$ cat config.mk
export PLATFORM = sky130hd
export DESIGN_NAME = fft_pass_scheduler
export DESIGN_NICKNAME = d
export VERILOG_FILES = /design/src/rtl/fft_pass_scheduler.sv
export SDC_FILE = /design/constraint.sdc
export NUM_CORES = 1
export LEC_CHECK = 0
export CAP_MARGIN = 20
export CORE_AREA = 2 2 81 83
export DETAILED_ROUTE_END_ITERATION = 10
export DIE_AREA = 0 0 83 85
export PLACE_DENSITY = 0.78
export SYNTH_ARGS = -nofsm -noshare
export SYNTH_HDL_FRONTEND = slang
export SYNTH_SLANG_ARGS = --single-unit
$ cat constraint.sdc
create_clock -name clk -period 3.4 [get_ports clk]
set_clock_uncertainty 0.15 [all_clocks]
set_input_delay 1.02 -clock clk [delete_from_list [all_inputs] [get_ports clk]]
set_output_delay 1.02 -clock clk [all_outputs]
set_load 0.05 [all_outputs]
$ cat src/rtl/fft_pass_scheduler.sv
// rtl/fft_pass_scheduler.sv - forward/inverse pass sequencer sharing one fft_1024 core
module fft_pass_scheduler #(
  parameter int FFT_LEN = 1024,
  parameter int ADDR_W  = 10,
  parameter int AC_LEN  = 512,
  parameter int PWR_LAT = 4,
  parameter int TIMEOUT = 4096
) (
  input  logic              clk,
  input  logic              reset_n,
  input  logic              start,
  input  logic              frame_ready,
  input  logic              clear,
  output logic [ADDR_W-1:0] rd_addr,
  output logic              rd_sel,
  output logic              fft_sink_valid,
  input  logic              fft_sink_ready,
  output logic              fft_sink_sop,
  output logic              fft_sink_eop,
  output logic              fft_inverse,
  input  logic              fft_source_valid,
  input  logic              fft_source_sop,
  input  logic              fft_source_eop,
  output logic              pwr_wr_en,
  output logic              ac_wr_en,
  output logic [ADDR_W-1:0] wr_addr,
  output logic              busy,
  output logic              done,
  output logic              error,
  output logic [15:0]       frame_count
);

  localparam int WD_W = $clog2(TIMEOUT + 1);
  localparam int PL_W = (PWR_LAT > 1) ? $clog2(PWR_LAT) : 1;
  localparam logic [ADDR_W-1:0] LAST   = ADDR_W'(FFT_LEN - 1);
  localparam logic [WD_W-1:0]   WD_LIM = WD_W'(TIMEOUT - 1);
  localparam logic [PL_W-1:0]   PL_LIM = PL_W'(PWR_LAT - 1);

  typedef enum logic [3:0] {
    IDLE, WAIT_FRAME, FWD_FEED, FWD_DRAIN, PWR_WAIT, INV_FEED, INV_DRAIN, DONE, ERR
  } state_t;

  state_t            state_q, state_d;
  logic [ADDR_W-1:0] rd_addr_q, rd_addr_d;
  logic [ADDR_W-1:0] wr_addr_q, wr_addr_d;
  logic [15:0]       frame_count_q, frame_count_d;
  logic [WD_W-1:0]   wd_q, wd_d;
  logic [PL_W-1:0]   pl_q, pl_d;

  logic feeding, draining, sink_beat, src_beat, src_bad;

  assign feeding   = (state_q == FWD_FEED) || (state_q == INV_FEED);
  assign draining  = (state_q == FWD_DRAIN) || (state_q == INV_DRAIN);
  assign sink_beat = feeding && fft_sink_ready;
  assign src_beat  = draining && fft_source_valid;
  // Framing must line up exactly with the beat index; any disagreement is fatal for the frame
  assign src_bad   = src_beat && ((fft_source_sop != (wr_addr_q == '0)) ||
                                  (fft_source_eop != (wr_addr_q == LAST)));

  always_comb begin
    state_d       = state_q;
    rd_addr_d     = rd_addr_q;
    wr_addr_d     = wr_addr_q;
    frame_count_d = frame_count_q;
    pl_d          = '0;
    case (state_q)
      IDLE:       if (start) state_d = WAIT_FRAME;
      WAIT_FRAME: if (frame_ready) begin
        state_d   = FWD_FEED;
        rd_addr_d = '0;
      end
      FWD_FEED, INV_FEED: begin
        if (sink_beat) begin
          if (rd_addr_q == LAST) begin
            rd_addr_d = '0;
            state_d   = (state_q == FWD_FEED) ? FWD_DRAIN : INV_DRAIN;
          end else begin
            rd_addr_d = rd_addr_q + 1'b1;
          end
        end else if (wd_q == WD_LIM) begin
          state_d = ERR;
        end
      end
      FWD_DRAIN, INV_DRAIN: begin
        if (src_bad) begin
          state_d = ERR;
        end else if (src_beat) begin
          if (wr_addr_q == LAST) begin
            wr_addr_d = '0;
            state_d   = (state_q == FWD_DRAIN) ? PWR_WAIT : DONE;
          end else begin
            wr_addr_d = wr_addr_q + 1'b1;
          end
        end else if (wd_q == WD_LIM) begin
          state_d = ERR;
        end
      end
      PWR_WAIT: begin
        if (pl_q == PL_LIM) begin
          state_d   = INV_FEED;
          rd_addr_d = '0;
        end else begin
          pl_d = pl_q + 1'b1;
        end
      end
      DONE: begin
        frame_count_d = frame_count_q + 16'd1;
        state_d       = IDLE;
      end
      ERR:        if (clear) state_d = IDLE;
      default:    state_d = IDLE;
    endcase
    if ((state_d == ERR) || (state_d == IDLE)) begin
      rd_addr_d = '0;
      wr_addr_d = '0;
    end
    // Watchdog only runs while waiting on the core, and restarts on any progress
    if ((feeding || draining) && (state_d == state_q) && !sink_beat && !src_beat)
      wd_d = wd_q + 1'b1;
    else
      wd_d = '0;
  end

  always_ff @(posedge clk) begin
    if (!reset_n) begin
      state_q       <= IDLE;
      rd_addr_q     <= '0;
      wr_addr_q     <= '0;
      frame_count_q <= '0;
      wd_q          <= '0;
      pl_q          <= '0;
    end else begin
      state_q       <= state_d;
      rd_addr_q     <= rd_addr_d;
      wr_addr_q     <= wr_addr_d;
      frame_count_q <= frame_count_d;
      wd_q          <= wd_d;
      pl_q          <= pl_d;
    end
  end

  assign rd_addr        = rd_addr_q;
  assign wr_addr        = wr_addr_q;
  assign frame_count    = frame_count_q;
  assign rd_sel         = (state_q == INV_FEED) || (state_q == INV_DRAIN);
  assign fft_inverse    = rd_sel;
  assign fft_sink_valid = feeding;
  assign fft_sink_sop   = feeding && (rd_addr_q == '0);
  assign fft_sink_eop   = feeding && (rd_addr_q == LAST);
  assign pwr_wr_en      = (state_q == FWD_DRAIN) && fft_source_valid;
  assign ac_wr_en       = (state_q == INV_DRAIN) && fft_source_valid && (int'(wr_addr_q) < AC_LEN);
  assign busy           = (state_q != IDLE);
  assign done           = (state_q == DONE);
  assign error          = (state_q == ERR);

endmodule

### Word level (Yosys, flattened, before mapping)

Index checks and enable logic that the tools add are counted.

* register bits: 55
* input bits: 9
* output and inout bits: 46
* logic and storage cells: 85

* add/sub/neg operators: 5
* magnitude comparators: 1
* eq/ne operators: 19
* multiplexer cells: 19
* bitwise operators: 3
* reductions and logical operators: 32

Operators by type and width (number)
* 10-bit two-way mux: 5
* 4-bit two-way mux: 10
* 10-bit one-hot mux with 3 select lines: 1
* 4-bit one-hot mux with 6 select lines: 1
* 10-bit by 1-bit adder with 10-bit output, second input constant: 2
* 10-bit == test, second input constant: 2
* 10-bit logical NOT: 2
* 16-bit by 1-bit adder with 16-bit output, second input constant: 1
* 4-bit by 3-bit == test with 1-bit output, second input constant: 4
* 13-bit by 1-bit adder with 13-bit output, second input constant: 1
* 13-bit by 12-bit == test with 1-bit output, second input constant: 1
* 1-bit logical AND: 11
* 10-bit less-than comparator, second input constant: 1
* 4-bit by 2-bit == test with 1-bit output, second input constant: 2
* 4-bit == test, second input constant: 2
* 4-bit logical NOT: 2
* 1-bit logical OR: 6
* 2-bit != test, second input constant: 3
* 2-bit OR reduction: 3
* 4-bit by 1-bit == test with 1-bit output, second input constant: 1
* 4-bit == test: 1
* 4-bit AND reduction: 1
* 4-bit nonzero test: 1
* 3-bit two-way mux: 1
* 10 further kinds: 14

### Depth between registers and ports, before layout

* depth in word-level cells: 11
* depth in mapped cells: 11
* mapped depth without buffers: 8

### Worst setup path after synthesis

Ideal clock, no wire load.

* kind: input to output
* start point: input port fft_source_valid
* end point: output port ac_wr_en
* arrival: 2.611 ns
* slack: -0.381 ns
* stages on the path: 2
* buffers on the path: 0
* cells stage by stage: inv_1 nor4_1

* cells in the longest elaborated chain, start to end: 2

RTL lines
* start: declaration: RTL line 21 `input logic fft_source_valid,`
* 1-bit logical AND (2 in a row): RTL line 151 `assign ac_wr_en = (state_q == INV_DRAIN) && fft_source_valid && (int'(wr_addr_q) < AC_LEN);`
* end: declaration: RTL line 25 `output logic ac_wr_en,`

Every way passes these cells.

### Final worst setup path

Ends and elaborated chain as after synthesis.

==> flow_summary.ini <==
[timing]
layout_setup_ws_ns = 0.0619
fin_crit_sh = 0.982
fmax_ghz = 0.300
finalMaxSlewViolations = 0
tns_ns = 0
setup_viol = 0
holdWs_ns = 0.278
period_needed_ns = 3.34
slew_headroom = 0.655
rsz0062_at_grt = no
tightest_slew_ns = 0.513
hold_viol_final = 0

[yosys]
synthArstFlopShare = 0
synth_cells = 369
syn_area_um2 = 3030
synth_edf_count = 0
synth_seq_cells = 55
synth_cell_types = 50
yosysWarnings = 0
synth_top_area_share = 0.364
synth.avg_cell_area_um2 = 8.21
synth.top_cells.by_count = 55 x dfxtp_1, 39 x nor2_1, 23 x nand2_1
yosysSeqAreaShare = 0.364
yosysMostFrequentCell = dfxtp_1
synth_ff_type = dfxtp_1
ys_top_cells_by_area = dfxtp_1 36%, xnor2_1 5.2%, nor2_1 4.8%, xor2_1 3.8%, nand3_1 3.6%
syn_nets = 385
synth_largest_area_cell = dfxtp_1

[worst_setup_path]
critPathBufInv = 4
cp_max_fo = 4
startpoint_type = primary input
path_cells = clkdlybuf4s50_1 -> inv_1 -> nor4_2 -> buf_4 -> buf_12
crit_type = in2out
slowest_stage = clkdlybuf4s50_1
critical-path-top-delay-family = buffers and inverters
cp_slowest_stage_delay_ns = 0.48
cp.arrival_ns = 2.17
endpoint_kind = output port
worstPathRequired_ns = 2.23

[clocking]
clkTransAtPathRegs_ns = 0.10
clkLatencyLatePin_ns = 0.32
cts_buffer_depth = 2
cts_buffers = 5
cts_hold_buf = 0
cts-root-buf = clkbuf_8
cts_max_level = 2
cts_resized = 0
cts_tree = done
post_cts_buffers = 0
clock-sinks = 55

[layout]
syn_to_final_growth_pct = 27.0
fin_nets = 446
diodes = 0
utilization = 0.620
drive_gt1_frac = 0.0835

[global_routing]
grt_pass1_wl_mm = 12.0
grt_overflow = 0
grt.total_usage = 0.201
grt_max_degree = 23
antenna_found_initial = 0
grt_pass1_vias = 2664

[power_and_ir_drop]
finalPower_w = 0.00114
power.density_nw_per_um2 = 297
ir_worst_vdd_uv = 200
power_leakage_nw = 1.35

[drt]
route.met3.wl_um = 399
routed-wl-met2_mm = 3.18
wl_per_cell_um = 13.5
drt-met1-wl_mm = 3.13
drt_iter0_markers = 172
vias = 2838
routed_wl_mm = 6.84
top_layer_used = met4
drc = 0
ant_nets = 0
dr.pass1.iters = 4
viasPerCell = 5.59

[placed_design]
io_buffers = 54
dp_slack_ns = -0.114
place.gp.congestion = 0.945
hpwlAfterDp_mm = 5.11

[floorplanning]
coreArea_um2 = 6200
rows = 29
initial_core_util = 0.488
die_w_um = 83
die_h_um = 85
dieArea_um2 = 7060
ios = 55

[status]
outcome = finished clean

[worst_hold_path]
timing.hold.worst.class = reg2reg

[job]
cap_violations = 0
## worst register-to-register path, stage by stage (launching register included)
cell,delay [ns]
dfxtp_1,0.58
or3b_2,0.55
a21o_1,0.25
inv_1,0.23
nand2_1,0.22
or2_2,0.33
or3_1,0.34
a21oi_1,0.14
## power by group
group          switching, W  internal [W]
sequential       0.00000637      0.000646
combinational     0.0000677     0.0000498
clock              0.000225      0.000148
total              0.000299      0.000844
## layout make-up
cell class	count	area (µm²)
clock buffers	5	68.8
well taps	77	96.3
inverters	14	52.6
clock inverters	3	23.8
repair buffers	68	701
multi-input cells	286	1800
fillers	530	2360
flip-flops and latches	55	1100
## routing by layer
metal | vias to the layer above | track usage
met4 | 0 | 0.0656
met3 | 11 | 0.0409
met1 | 1301 | 0.259
li1 | 1443 | -
met2 | 83 | 0.340
met5 | - | 0
## cells by family (layout without fill, tap and decap cells)
kind of cell             count (synthesis)  count (layout)  share of synthesized area
AND/OR/NAND/NOR                        190             190                      0.348
XOR/XNOR                                31              31                     0.0897
AO/OA/AOI/OAI                           56              56                      0.120
adder cells (fa/ha/maj)                  7               7                     0.0289
flip-flops                              55              55                      0.364
buffers and inverters                   28              90                     0.0430
multiplexers                             2               2                    0.00661
## final timing paths
| check | slack, ns | cells after the start | end | from |
|---|---|---|---|---|
| setup / recovery | 0.06 | 5 | ac_wr_en | fft_source_valid |
| hold / removal | 0.28 | 1 | pl_q[0] | pl_q[0] |
| setup reg to reg | 0.54 | 7 | rd_addr[5] | state_q[1] |
| hold reg to reg | 0.28 | 1 | pl_q[0] | pl_q[0] |
## sequential cells by signal (all words and copies together) (netlist names)
register and flops:
frame_count 16, pl_q 2, rd_addr 10, state_q 4
wd_q 13, wr_addr 10
## cells in the final DEF, fill, tap and decap left out, drive strengths merged, types with 14 or more instances in the layout
cell type	netlist	routed
clkdlybuf4s50	0	47
inv	14	15
nand2	23	23
o21ai	15	15
buf	6	19
xnor2	18	18
nor2	39	39
a21oi	14	14
dfxtp	55	55
nand3	22	22
## stage by stage
step / instances / area [µm²]
after floorplan: 369 / 3030
after global placement: 500 / 3750
after detailed placement: 500 / 3750
after CTS: 508 / 3840
after global routing: 508 / 3850
final: 508 / 3850
Power figures use the tool's default switching activity.
